## config.mk

```make
export PLATFORM = sky130hd
export DESIGN_NAME = weight_load_seq
export DESIGN_NICKNAME = d
export VERILOG_FILES = /design/src/rtl/weight_seq_pkg.sv /design/src/rtl/cycle_timer.sv /design/src/rtl/weight_load_seq.sv
export SDC_FILE = /design/constraint.sdc
export NUM_CORES = 1
export LEC_CHECK = 0
export CAP_MARGIN = 20
export CORE_ASPECT_RATIO = 1.1
export CORE_MARGIN = 1.5
export CORE_UTILIZATION = 56
export DETAILED_ROUTE_END_ITERATION = 6
export PLACE_DENSITY = 0.86
export SKIP_CTS_REPAIR_TIMING = 1
export SYNTH_ARGS = -nofsm -noshare
export SYNTH_HDL_FRONTEND = slang
export SYNTH_SLANG_ARGS = --single-unit
```

## constraint.sdc

```tcl
create_clock -name i_clk -period 4.1 [get_ports i_clk]
set_input_delay 0.82 -clock i_clk [delete_from_list [all_inputs] [get_ports i_clk]]
set_output_delay 0.82 -clock i_clk [all_outputs]
set_load 0.02 [all_outputs]
```

## src/rtl/weight_seq_pkg.sv

```systemverilog
// Shared types and constants for the weight-load sequencer.
package weight_seq_pkg;

    typedef enum logic [2:0] {
        ST_IDLE      = 3'd0,
        ST_CLR       = 3'd1,
        ST_WSCLR     = 3'd2,
        ST_LOAD      = 3'd3,
        ST_WAIT_FULL = 3'd4,
        ST_COMPUTE   = 3'd5,
        ST_FIN       = 3'd6
    } state_t;

    // Largest legal filter height / width.
    localparam int MAX_RS = 5;

    localparam int DEFAULT_TIMEOUT_CYCLES = 4096;

    // Wide enough for the largest legal timeout (65535).
    localparam int TIMER_W = 16;

    // A filter dimension is usable when it lies in 1..MAX_RS.
    function automatic logic dim_ok(input logic [3:0] v);
        return (v != 4'd0) && (v <= 4'(MAX_RS));
    endfunction

endpackage

```

## src/rtl/cycle_timer.sv

```systemverilog
// Up-counting dwell timer. o_tc flags the enabled cycle whose increment
// would bring the count to LIMIT, so the owner can react on that same edge.
module cycle_timer
    import weight_seq_pkg::*;
#(
    parameter int LIMIT = DEFAULT_TIMEOUT_CYCLES
) (
    input  logic i_clk,
    input  logic i_reset,
    input  logic i_clear,
    input  logic i_enable,
    output logic o_tc
);

    localparam logic [TIMER_W-1:0] LAST = TIMER_W'(LIMIT - 1);

    logic [TIMER_W-1:0] r_count;
    logic               w_at_last;

    assign w_at_last = (r_count == LAST);
    assign o_tc      = i_enable && w_at_last;

    // Count enabled cycles; saturate at the terminal value.
    always_ff @(posedge i_clk) begin
        if (i_reset || i_clear) begin
            r_count <= '0;
        end else if (i_enable && !w_at_last) begin
            r_count <= r_count + TIMER_W'(1);
        end
    end

endmodule

```

## src/rtl/weight_load_seq.sv

```systemverilog
// Weight-load sequencer: clears the FIFO once per job, then for each filter
// clears the weight store, triggers a load, waits for the store to fill and
// holds WS_VALID until the compute engine reports completion.
//
// state      | meaning
// -----------+---------------------------------------------------
// IDLE       | no job; START with legal config launches one
// CLR        | one-cycle weight FIFO clear (once per job)
// WSCLR      | one-cycle weight store clear (every filter)
// LOAD       | one-cycle load trigger
// WAIT_FULL  | waiting for WS_FULL, bounded by the timeout timer
// COMPUTE    | weights valid until COMPUTE_DONE
// FIN        | one-cycle job-complete pulse
module weight_load_seq
    import weight_seq_pkg::*;
#(
    parameter int K_WIDTH        = 8,
    parameter int TIMEOUT_CYCLES = DEFAULT_TIMEOUT_CYCLES
) (
    input  logic               i_clk,
    input  logic               i_reset,
    input  logic               i_start,
    input  logic               i_abort,
    input  logic [3:0]         i_cfg_r,
    input  logic [3:0]         i_cfg_s,
    input  logic [K_WIDTH-1:0] i_cfg_k,
    input  logic               i_ws_full,
    input  logic               i_compute_done,
    output logic               o_clear_fifo,
    output logic               o_ws_clr,
    output logic               o_load_ws,
    output logic [3:0]         o_param_r,
    output logic [3:0]         o_param_s,
    output logic               o_ws_valid,
    output logic [K_WIDTH-1:0] o_filter_idx,
    output logic               o_busy,
    output logic               o_done,
    output logic               o_err
);

    state_t             r_state;
    logic [K_WIDTH-1:0] r_k;
    logic [K_WIDTH-1:0] r_filter_idx;
    logic [3:0]         r_param_r;
    logic [3:0]         r_param_s;
    logic               r_clear_fifo;
    logic               r_ws_clr;
    logic               r_load_ws;
    logic               r_ws_valid;
    logic               r_busy;
    logic               r_done;
    logic               r_err;

    logic w_cfg_ok;
    logic w_last_filter;
    logic w_tmr_clear;
    logic w_tmr_en;
    logic w_tmr_tc;

    assign w_cfg_ok      = dim_ok(i_cfg_r) && dim_ok(i_cfg_s) && (i_cfg_k != '0);
    assign w_last_filter = (r_filter_idx == r_k - K_WIDTH'(1));

    // Timer is held clear outside WAIT_FULL, so it starts from zero on entry.
    assign w_tmr_clear = (r_state != ST_WAIT_FULL);
    assign w_tmr_en    = (r_state == ST_WAIT_FULL) && !i_ws_full;

    cycle_timer #(
        .LIMIT (TIMEOUT_CYCLES)
    ) u_timer (
        .i_clk    (i_clk),
        .i_reset  (i_reset),
        .i_clear  (w_tmr_clear),
        .i_enable (w_tmr_en),
        .o_tc     (w_tmr_tc)
    );

    // Sequencer state and all registered outputs; pulses default low each cycle.
    always_ff @(posedge i_clk) begin
        if (i_reset) begin
            r_state      <= ST_IDLE;
            r_k          <= '0;
            r_filter_idx <= '0;
            r_param_r    <= '0;
            r_param_s    <= '0;
            r_clear_fifo <= 1'b0;
            r_ws_clr     <= 1'b0;
            r_load_ws    <= 1'b0;
            r_ws_valid   <= 1'b0;
            r_busy       <= 1'b0;
            r_done       <= 1'b0;
            r_err        <= 1'b0;
        end else begin
            r_clear_fifo <= 1'b0;
            r_ws_clr     <= 1'b0;
            r_load_ws    <= 1'b0;
            r_done       <= 1'b0;
            r_err        <= 1'b0;

            if (r_state != ST_IDLE && i_abort) begin
                r_state    <= ST_IDLE;
                r_ws_valid <= 1'b0;
                r_busy     <= 1'b0;
            end else begin
                unique case (r_state)
                    ST_IDLE: begin
                        if (i_start) begin
                            if (w_cfg_ok) begin
                                r_param_r    <= i_cfg_r;
                                r_param_s    <= i_cfg_s;
                                r_k          <= i_cfg_k;
                                r_filter_idx <= '0;
                                r_clear_fifo <= 1'b1;
                                r_busy       <= 1'b1;
                                r_state      <= ST_CLR;
                            end else begin
                                r_err <= 1'b1;
                            end
                        end
                    end
                    ST_CLR: begin
                        r_ws_clr <= 1'b1;
                        r_state  <= ST_WSCLR;
                    end
                    ST_WSCLR: begin
                        r_load_ws <= 1'b1;
                        r_state   <= ST_LOAD;
                    end
                    ST_LOAD: begin
                        r_state <= ST_WAIT_FULL;
                    end
                    ST_WAIT_FULL: begin
                        if (i_ws_full) begin
                            r_ws_valid <= 1'b1;
                            r_state    <= ST_COMPUTE;
                        end else if (w_tmr_tc) begin
                            r_err   <= 1'b1;
                            r_busy  <= 1'b0;
                            r_state <= ST_IDLE;
                        end
                    end
                    ST_COMPUTE: begin
                        if (i_compute_done) begin
                            r_ws_valid <= 1'b0;
                            if (w_last_filter) begin
                                r_done  <= 1'b1;
                                r_state <= ST_FIN;
                            end else begin
                                r_filter_idx <= r_filter_idx + K_WIDTH'(1);
                                r_ws_clr     <= 1'b1;
                                r_state      <= ST_WSCLR;
                            end
                        end
                    end
                    ST_FIN: begin
                        r_busy  <= 1'b0;
                        r_state <= ST_IDLE;
                    end
                    default: begin
                        r_ws_valid <= 1'b0;
                        r_busy     <= 1'b0;
                        r_state    <= ST_IDLE;
                    end
                endcase
            end
        end
    end

    assign o_clear_fifo = r_clear_fifo;
    assign o_ws_clr     = r_ws_clr;
    assign o_load_ws    = r_load_ws;
    assign o_param_r    = r_param_r;
    assign o_param_s    = r_param_s;
    assign o_ws_valid   = r_ws_valid;
    assign o_filter_idx = r_filter_idx;
    assign o_busy       = r_busy;
    assign o_done       = r_done;
    assign o_err        = r_err;

endmodule

```

# Word-level counts from Yosys, hierarchy flattened
# Cells that the tools add are included.
# totals
input_bits	22
mem_count	0
output_inout_bits	23
latch_bits	0
wordCells	100
ramBits	0
ff_bits	50
romBits	0
# classes
shifts	0
n_bitwise	7
eq_ne	17
multipliers	0
mux	31
n_reduce_logical	27
div_mod_pow	0
addsub	3
order_cmp	2
# ops
cell	n
$mux 8	4
$mux 3	6
$pmux 3 s6	1
$add 16x1->16 const B	1
$eq 16x12->1 const B	1
$pmux 8 s2	1
$mux 1	15
$ne 2x2->1 const B	6
$reduce_or 4->1	3
$eq 3x3->1 const B	3
$add 8x1->8 const B	1
$eq 8x8->1	1
$le 4x3->1 const B	2
$logic_and 1x1->1	8
$reduce_and 4->1	2
$reduce_bool 4->1	2
$reduce_bool 8->1	1
$sub 8x1->8 const B	1
$not 1->1	7
$eq 3x2->1 const B	2
$pmux 1 s3	2
$reduce_and 6->1	1
$reduce_and 5->1	1
$reduce_or 5->1	1
12 further kinds	14

# Depth between registers and ports, before layout
# Gate-level depths: netlist of the first run.
# logic_depth
word_depth	7
depth_mapped	8

# Modules after synthesis
# A second synthesis of the first run with hierarchy kept.
# unflattened
hier_cells	305
area_unflattened_um2	2622.5
# by_module_without_submodules
module	n_inst	cells_each	area_each_um2
weight_load_seq	1	206	1773.0
cycle_timer	1	99	849.6

# Least setup slack after synthesis of the first run
# No wires, ideal clock.
# synth_path
kind	input port to flip-flop
startpoint	input i_cfg_r[2]
endpoint	register r_param_r[0], in the netlist o_param_r[0]
path_stages	7
n_path_buf	2
setup_time_ns	0.128
arrival_ns	2.071
setup_slack_ns	1.901
path_cell_list	a211o_1 a211oi_1 nand4_1 buf_2 buf_2 mux2i_1 nor2_1
# synth_via
elab_chain_len	5
elab_cells_between_ends	6
# synth_lines
item	line_no	text
start, declared	weight_load_seq.sv:24	input logic [3:0] i_cfg_r,
$le 4x3->1 / $reduce_bool 4->1 (equally long branches)	weight_seq_pkg.sv:24	return (v != 4'd0) && (v <= 4'(MAX_RS));
$logic_and 1x1->1 *	weight_seq_pkg.sv:24	
$logic_and 1x1->1 * (2 in a row)	weight_load_seq.sv:60	assign w_cfg_ok = dim_ok(i_cfg_r) && dim_ok(i_cfg_s) && (i_cfg_k != '0);
$reduce_and 4->1 (no line) *	--	
end signal, assigned	weight_load_seq.sv:108	r_param_r <= i_cfg_r;
end, declared	weight_load_seq.sv:44	logic [3:0] r_param_r;
# Every way passes the cells marked *; elsewhere a longest branch is shown, timed or not.
# A chain may end at the register's enable or synchronous reset.

# Final worst setup path of the first run
# layout_path
startpoint	input i_cfg_r[2]
endpoint	register r_param_s[1], in the netlist o_param_s[1]
# layout_via
elab_chain_len	5
elab_cells_between_ends	6
# layout_lines
item	line_no	text
$le 4x3->1 / $reduce_bool 4->1 (equally long branches)	weight_seq_pkg.sv:24	
$logic_and 1x1->1 *	weight_seq_pkg.sv:24	
$logic_and 1x1->1 * (2 in a row)	weight_load_seq.sv:60	
$reduce_and 4->1 (no line) *	--	
end signal, assigned	weight_load_seq.sv:109	r_param_s <= i_cfg_s;
end, declared	weight_load_seq.sv:45	logic [3:0] r_param_s;
# Marked as above.

==> results of run 1 <==
## worst paths after layout
| path | slack (ns) | endpoint | startpoint | depth (start not counted) |
|---|---|---|---|---|
| worst max register to register | 1.94 | o_filter_idx[5] | r_state[2] | 6 |
| worst min register to register | 0.46 | o_param_s[3] | o_param_s[3] | 1 |
| worst min-delay path | 0.46 | o_param_s[3] | o_param_s[3] | 1 |
| worst max-delay path | 1.48 | o_param_s[1] | i_cfg_r[2] | 7 |
## report_power, final
part	switching [mW]	leakage, nW	total [mW]	internal, mW
Clock	0.156	0.0524	0.339	0.183
Sequential	0.00515	0.404	0.496	0.491
Combinational	0.0377	0.743	0.0803	0.0426
## area by class of cell
| class | instances | area, sq um |
|---|---|---|
| Clock buffer | 7 | 76.3 |
| Clock inverter | 1 | 30.0 |
| Fill cell | 332 | 1220 |
| Inverter | 10 | 37.5 |
| Multi-Input combinational cell | 218 | 1410 |
| Sequential cell | 50 | 1000 |
| Tap cell | 54 | 67.6 |
| Timing Repair Buffer | 45 | 448 |
## layer usage
| metal | GRT usage (%) | vias to the layer above |
|---|---|---|
| li1 | - | 1108 |
| met1 | 29.4 | 1047 |
| met2 | 41.2 | 43 |
| met3 | 4.17 | 7 |
| met4 | 9.30 | 0 |
| met5 | 0 | - |
## critical path, cell delays in order
cell and delay [ns]:
clkdlybuf4s50_1 0.44, a211o_1 0.32, a211oi_1 0.32, nand4_1 0.33, buf_4 0.32, mux2i_1 0.17, nor2_1 0.06
## logic make-up (layout without fill, tap and decap cells)
logic type	count (synthesis)	count (layout)
compound gates	44	44
xor+xnor	20	20
fa+ha+maj	3	3
buf+inv	19	63
flops	50	50
mux	18	18
simple gates	133	133
## Yosys cell counts, types with 2 or more instances
cell	instances
dfxtp_1	50
nor2_1	42
mux2i_1	18
nand2_1	16
xor2_1	15
a21oi_1	12
nand4_1	12
inv_1	10
nand3_1	10
and3_1	7
nand2b_1	7
nor3_1	7
o21ai_1	7
clkbuf_1	6
or3_1	6
and2_1	5
xnor2_1	5
nand3b_1	4
nor4_1	4
a211oi_1	3
buf_2	3
ha_1	3
nor2b_1	3
a211o_1	2
a21o_1	2
and4_1	2
o211ai_2	2
o21ai_0	2
o31a_1	2
o31ai_1	2
or2_1	2
## sequential cells by signal, indices dropped and copies added (netlist names)
signal,cells
o_busy,1
o_clear_fifo,1
o_done,1
o_err,1
o_filter_idx,8
o_load_ws,1
o_param_r,4
o_param_s,4
o_ws_clr,1
o_ws_valid,1
r_k,8
r_state,3
u_timer.r_count,16
## per-stage QoR
step	setup slack [ns]	util, %
6_report	1.48	71.6
5_1_grt	1.30	71.6
4_1_cts	1.47	71.6
3_5_place_dp	1.18	69.1
3_3_place_gp	1.30	69.1
2_1_floorplan	1.90	-
==> impl_metrics.yaml, run 1 <==
sta:
  worst_slew_pin_slew_ns: 0.659
  slew_viol_final: 0
  fmax_mhz: 382
  period_share_pct: 63.8
  clock_skew_ns: 0.00372
  rsz0062_at_grt: "no"
  min_period_ns: 2.62
  setup_viol_count_final: 0
  final_hold_viol_count: 0
  finalSetupTns_ns: 0
  hold_ws_ns: 0.464
  slew_headroom_pct: 55.9
route:
  routed-wl-met3_um: 164
  via_per_inst: 5.73
  dr.max_layer_used: "met4"
  num_vias: 2205
  drt_iter0_markers: 100
  wl_um: 5450
  first_pass_iters: 4
  wl_met1_um: 2430
  drc: 0
  postRouteAntennaNets: 0
  wl_met2_um: 2780
  wl_per_cell_um: 14.1
cts:
  clk_path_buf_depth: 2
  clockRootBuffer: "clkbuf_8"
  clk_pin_slew_ns: 0.09
  clk_latency_ns: 0.30
  clock_sinks: 50
  cts_buffers: 5
  cts_tree: "built"
  htreeDepth: 2
worst_setup_path:
  cp.required_ns: 4.27
  arrival_ns: 2.78
  critPathKind: "in -> reg"
  cp-end-kind: "flip-flop"
  startpoint_type: "input port"
  crit_path_max_fanout: 14
global_routing:
  grt_max_degree: 21
  grt_pass1_vias: 2104
  antenna_found_initial: 0
  grt_pass1_wl_um: 9130
  grt_overflow_total: 0
  grt_use_total_pct: 23.9
layout:
  layout_commonest_cell: "dfxtp_1"
  drive_gt1_share_pct: 4.53
  area_delta_synth_final_pct: 23.5
  nNetsFinal: 355
  finalInstanceArea_sq_um: 3070
  layoutNonFillerInstCount: 385
  layout.cells.most_common_list: "dfxtp_1 (50), clkdlybuf4s50_1 (44), nor2_1 (42), mux2i_1 (18), nand2_1 (16)"
  antenna_cells: 0
synthesis:
  ys_ff_latch: 50
  synth_top_flop_cell: "dfxtp_1"
  synth_mux_area_share_pct: 7.25
  yosysWarningCount: 0
  syn-num-nets: 312
  synth_edf_count: 0
  synth_top_area_cell: "dfxtp_1"
  synth.cell_area_sq_um: 2480
  synth_top_family_by_area: "simple AND/OR/NAND/NOR gates"
  ys_async_sr_fraction_pct: 0
  synth.top_cell.area_share_pct: 40.3
  synth_xor_area_share_pct: 7.05
  syn_area_per_cell_sq_um: 8.66
  synthesis.instances: 287
  synthSimpleGateAreaFrac_pct: 28.0
  synth_area_leaders: "dfxtp_1 (40%), mux2i_1 (7.3%), nor2_1 (6.3%)"
  synthAdderAreaFrac_pct: 1.51
  ys_seq_area_share_pct: 40.3
  synth_compound_area_share_pct: 12.9
  ys_types: 47
power_and_ir_drop:
  total_power_mw: 0.915
  power_density_nw_per_um2: 298
  irDropWorstVdd_uv: 229
  cellLeakagePower_nw: 1.20
floorplanning:
  rows: 25
  core-area_sq_um: 4290
  die_w_um: 66.5
  initial_utilization_pct: 58.0
  die_h_um: 72.9
  ios: 45
  die_area_sq_um: 4850
place:
  placed_cell_area_sq_um: 2960
  place_hpwl_um: 3870
  place_congestion: 0.867
  portBuffers: 44
  dp.cells: 377
flow_run:
  max_cap_violations: 0
status:
  status: "finished, final reports clean"
min_path:
  hold_path_class: "reg -> reg"
Power figures use the tool's default switching activity.
==> run 2, diff against run 1 <==
Settings changed: CORE_UTILIZATION 56 to 52, PLACE_DENSITY 0.86 to 0.81.
Clock period 4.1 ns to 2.6 ns, I/O delays scaled along.
==> run 2 against run 1 <==
Critical path type unchanged. Sequential cell count unchanged. Critical path depth did not move. Power is 61% higher. Largest power group unchanged.
==> impl_metrics.yaml, run 2 (synthesis results as in run 1) <==
worst_setup_path:
  r2r_slack_ns: 0.49
  critPathKind: "in -> reg"
  crit_chain: "clkdlybuf4s50_1, a211o_1, a211oi_1, nand4_1, buf_4, mux2i_1, nor2_1"
  worst-path-buf-inv: 2
  ff2ff_path_depth: 8
  crit_family: "buffers and inverters"
  crit_slowest_cell: "clkdlybuf4s50_1"
  critPathMaxStageDelay_ns: 0.44
  rr_endpoint: "o_filter_idx[4]"
  crit_path_max_fanout: 10
  cp.required_ns: 2.80
  arrival_ns: 2.35
  startpoint_type: "input port"
  cp-end-kind: "flip-flop"
  r2r_start: "r_k[0]"
sta:
  min_period_ns: 2.14
  final_hold_viol_count: 0
  slew_headroom_pct: 58.0
  clock_skew_ns: 0.00766
  rsz0062_at_grt: "no"
  finalSetupTns_ns: 0
  worst_slew_pin_slew_ns: 0.627
  slew_viol_final: 0
  setup_viol_count_final: 0
  fmax_mhz: 467
  period_share_pct: 82.4
  timing.final.ws_setup_ns: 0.456
global_routing:
  antenna_found_initial: 0
  grt_overflow_total: 0
  grt_pass1_wl_um: 8950
  grt_use_total_pct: 22.4
  grt_pass1_vias: 2107
  grt_max_degree: 19
min_path:
  whs_path_depth: 1
  hold_path_class: "reg -> reg"
  hold_path_end: "o_param_r[3]"
  hp-start: "o_param_r[3]"
layout:
  n_fill_cell: 398
  nNetsFinal: 359
  area_delta_synth_final_pct: 25.3
  drive_gt1_share_pct: 6.27
  register_area_sq_um: 1000
  layout.cells.most_common_list: "dfxtp_1 (50), clkdlybuf4s50_1 (44), nor2_1 (42), mux2i_1 (18), nand2_1 (16)"
  multi_input_area_sq_um: 1410
  layout_commonest_cell: "dfxtp_1"
  antenna_cells: 0
  layoutNonFillerInstCount: 391
  top_register: "u_timer.r_count"
  largest_reg_flops: 16
floorplanning:
  die_w_um: 68.9
  core-area_sq_um: 4620
  rows: 26
  die_area_sq_um: 5200
  ios: 45
  die_h_um: 75.5
  initial_utilization_pct: 53.8
place:
  dp.cells: 383
  portBuffers: 44
  place_congestion: 0.812
  place_hpwl_um: 3970
  post-place-ws_ns: 0.135
cts:
  cts_buffers: 5
  clock_sinks: 50
  clk_pin_slew_ns: 0.10
  clk_latency_ns: 0.30
  htreeDepth: 2
  cts_tree: "built"
  clockRootBuffer: "clkbuf_8"
  clk_path_buf_depth: 2
route:
  num_vias: 2185
  drt_iter0_markers: 98
  drc: 0
  via_per_inst: 5.59
  wl_per_cell_um: 13.5
  first_pass_iters: 4
  postRouteAntennaNets: 0
  wl_um: 5280
status:
  status: "finished, final reports clean"
power_and_ir_drop:
  power_density_nw_per_um2: 474
  irDropWorstVdd_uv: 256
  cellLeakagePower_nw: 1.22
flow_run:
  max_cap_violations: 0
-- run 2: cell count changes in the layout (fill, tap and decap cells not counted) --
cell        previous run  this run
buf_4                  1         5
clkbuf_1               2         0
clkinvlp_4             0         1
inv_8                  0         1
-- run 2: worst max-delay path by stage --
stage	from	end	slack [ns]	cells after the start
final	i_cfg_r[2]	r_k[7]	0.46	7
after global routing	r_k[0]	r_state[2]	0.30	8
after CTS	i_cfg_r[2]	r_k[7]	0.45	7
after detailed placement	i_cfg_r[2]	r_k[7]	0.13	7
after global placement	i_cfg_r[2]	r_k[2]	0.22	7
after floorplan	r_k[0]	o_filter_idx[0]	0.67	8
-- run 2: layout make-up --
| class | count | share of cell area, % |
|---|---|---|
| sequential | 50 | 32.2 |
| inverter | 10 | 1.21 |
| clock inverter | 3 | 1.57 |
| multi-input combinational | 218 | 45.3 |
| tap | 56 | 2.25 |
| timing repair buffer | 49 | 15.4 |
| clock buffer | 5 | 2.21 |
-- run 2: layer usage --
metal	global-route usage (%)	part of all wire, %	vias to the layer above
li1	-	-	1115
met1	26.8	45	1005
met2	39.3	49	52
met3	3.84	4.1	13
met4	9.80	2.0	0
met5	0	0	-
-- run 2: stage by stage --
| step | power, mW | utilization (%) | hold slack, ns | cell area [sq um] |
|---|---|---|---|---|
| after floorplan | 0.866 | - | 0.463 | 2480 |
| after global placement | 0.927 | 64.8 | 0.446 | 3000 |
| after detailed placement | 0.929 | 64.8 | 0.450 | 3000 |
| after CTS | 1.49 | 67.4 | 0.473 | 3110 |
| after global routing | 1.53 | 67.4 | 0.489 | 3110 |
| final | 1.48 | 67.4 | 0.471 | 3110 |
-- run 2: power by group --
group	switching (mW)	total [mW]	leakage [nW]	internal [mW]
clock	0.271	0.564	0.0563	0.293
combinational	0.0601	0.129	0.763	0.0688
sequential	0.00838	0.783	0.404	0.774
-- run 2: worst register-to-register path: stages, from the launching register on --
cell and delay [ns]:
dfxtp_1 0.43, inv_1 0.06, ha_1 0.22, nand2b_1 0.17, and3_1 0.17, o31a_1 0.31
o211a_4 0.19, or3_1 0.35, a21oi_1 0.14
==> run 3, diff against run 2 <==
Clock period 2.6 ns to 2.1 ns, I/O delays scaled along.
==> run 3 against run 2 <==
Power up 26%. Largest power group unchanged. Non-clock buffer count up 30. Via count up 7.3%. Routed wire length up 15%. Sequential power up 23%. Final cell count up 7.7%.
==> impl_metrics.yaml, run 3 (synthesis results as in run 1) <==
worst_setup_path:
  cp-end-kind: "flip-flop"
  rr_endpoint: "r_state[2]"
  arrival_ns: 2.26
  crit_path_max_fanout: 5
  startpoint_type: "flip-flop"
  critPathKind: "reg -> reg"
  ff2ff_path_depth: 7
  crit_start: "r_k[0]"
  r2r_start: "r_k[0]"
  crit_end: "r_state[2]"
  r2r_slack_ns: 0.05
  cp.required_ns: 2.31
global_routing:
  grt_max_degree: 19
  busiest_layer: "met2"
  grt_pass1_wl_um: 9170
  grt_pass1_vias: 2174
  grt_overflow_total: 0
  antenna_found_initial: 0
  grt_use_total_pct: 23.5
  grtUsageMet2_pct: 43.1
  met3_usage_pct: 5.17
  grt_use_met1_pct: 26.2
layout:
  nNetsFinal: 389
  top_register: "u_timer.r_count"
  final_core_util_pct: 73.4
  n_fill_cell: 366
  layout_commonest_cell: "dfxtp_1"
  area_delta_synth_final_pct: 36.5
  layout.cells.most_common_list: "dfxtp_1 (47), clkdlybuf4s50_1 (44), nor2_1 (42), buf_4 (34), mux2i_1 (18)"
  largest_reg_flops: 16
  antenna_cells: 0
  drive_gt1_share_pct: 17.0
  layoutNonFillerInstCount: 421
sta:
  timing.final.ws_setup_ns: 0.0501
  clock_skew_ns: 0.0112
  period_share_pct: 97.6
  final_hold_viol_count: 0
  fmax_mhz: 488
  min_period_ns: 2.05
  worst_slew_pin_slew_ns: 0.636
  setup_viol_count_final: 0
  hold_ws_ns: 0.473
  slew_viol_final: 0
  slew_headroom_pct: 57.5
floorplanning:
  die_h_um: 75.5
  rows: 26
  die_w_um: 68.9
  core-area_sq_um: 4620
  initial_utilization_pct: 53.8
  ios: 45
  die_area_sq_um: 5200
cts:
  clk_path_buf_depth: 2
  htreeDepth: 2
  cts_buffers: 5
  clk_latency_ns: 0.31
  cts_tree: "built"
  clk_pin_slew_ns: 0.10
  clockRootBuffer: "clkbuf_8"
  clock_sinks: 50
flow_run:
  max_cap_violations: 0
power_and_ir_drop:
  cellLeakagePower_nw: 1.38
  power_density_nw_per_um2: 546
  irDropWorstVdd_uv: 480
route:
  wl_per_cell_um: 14.4
  drc: 0
  drt_iter0_markers: 127
  first_pass_iters: 4
  wl_um: 6070
  via_per_inst: 5.57
  postRouteAntennaNets: 0
  num_vias: 2345
place:
  place_hpwl_um: 4380
  portBuffers: 44
  post-place-ws_ns: -0.264
  dp.cells: 411
  place_congestion: 0.802
status:
  status: "finished, final reports clean"
min_path:
  hold_path_class: "reg -> reg"
## run 3: worst max-delay path, cell delays in order, from the launching register on
cell and delay (ns):
dfxtp_4 0.38, or3_4 0.41, o221ai_2 0.21, o211ai_2 0.15, o211ai_2 0.32, buf_6 0.17, o21ai_1 0.06, a32o_1 0.25
## run 3: power breakdown
group	switching (mW)	internal, mW	leakage (nW)
registers	0.00917	0.958	0.405
clock network	0.331	0.357	0.0585
logic	0.0875	0.110	0.920
## run 3: area by class of cell
cell class                      count  area, sq um  share of cell area, %
Timing Repair Buffer               79          707                   20.8
Clock inverter                      3         43.8                   1.29
Multi-Input combinational cell    218         1460                   43.0
Sequential cell                    50         1010                   29.7
Tap cell                           56         70.1                   2.07
Inverter                           10         37.5                   1.11
Clock buffer                        5         68.8                   2.03
## run 3: how the worst min path moves through the flow
stage	from	end	slack, ns	depth (start not counted)
5_1_grt	o_param_r[3]	o_param_r[3]	0.50	1
3_3_place_gp	o_param_r[3]	o_param_r[3]	0.44	1
2_1_floorplan	u_timer.r_count[8]	u_timer.r_count[8]	0.46	2
4_1_cts	o_param_s[3]	o_param_s[3]	0.48	1
6_report	o_param_s[3]	o_param_s[3]	0.47	1
3_5_place_dp	o_param_s[3]	o_param_s[3]	0.45	1
## run 3: per-layer routing
| metal | part of all wire (%) | vias up |
|---|---|---|
| met1 | 43 | 1121 |
| li1 | - | 1172 |
| met5 | 0 | - |
| met2 | 52 | 45 |
| met3 | 3.3 | 7 |
| met4 | 1.5 | 0 |
## run 3: metrics by stage
stage               power [mW]  TNS, ns  instance area [sq um]
floorplan                 1.07        0                   2480
global placement          1.17    -3.32                   3210
detailed placement        1.18    -5.19                   3210
CTS                       1.86   -0.279                   3320
global route              1.92  -0.0265                   3390
finish                    1.85        0                   3390
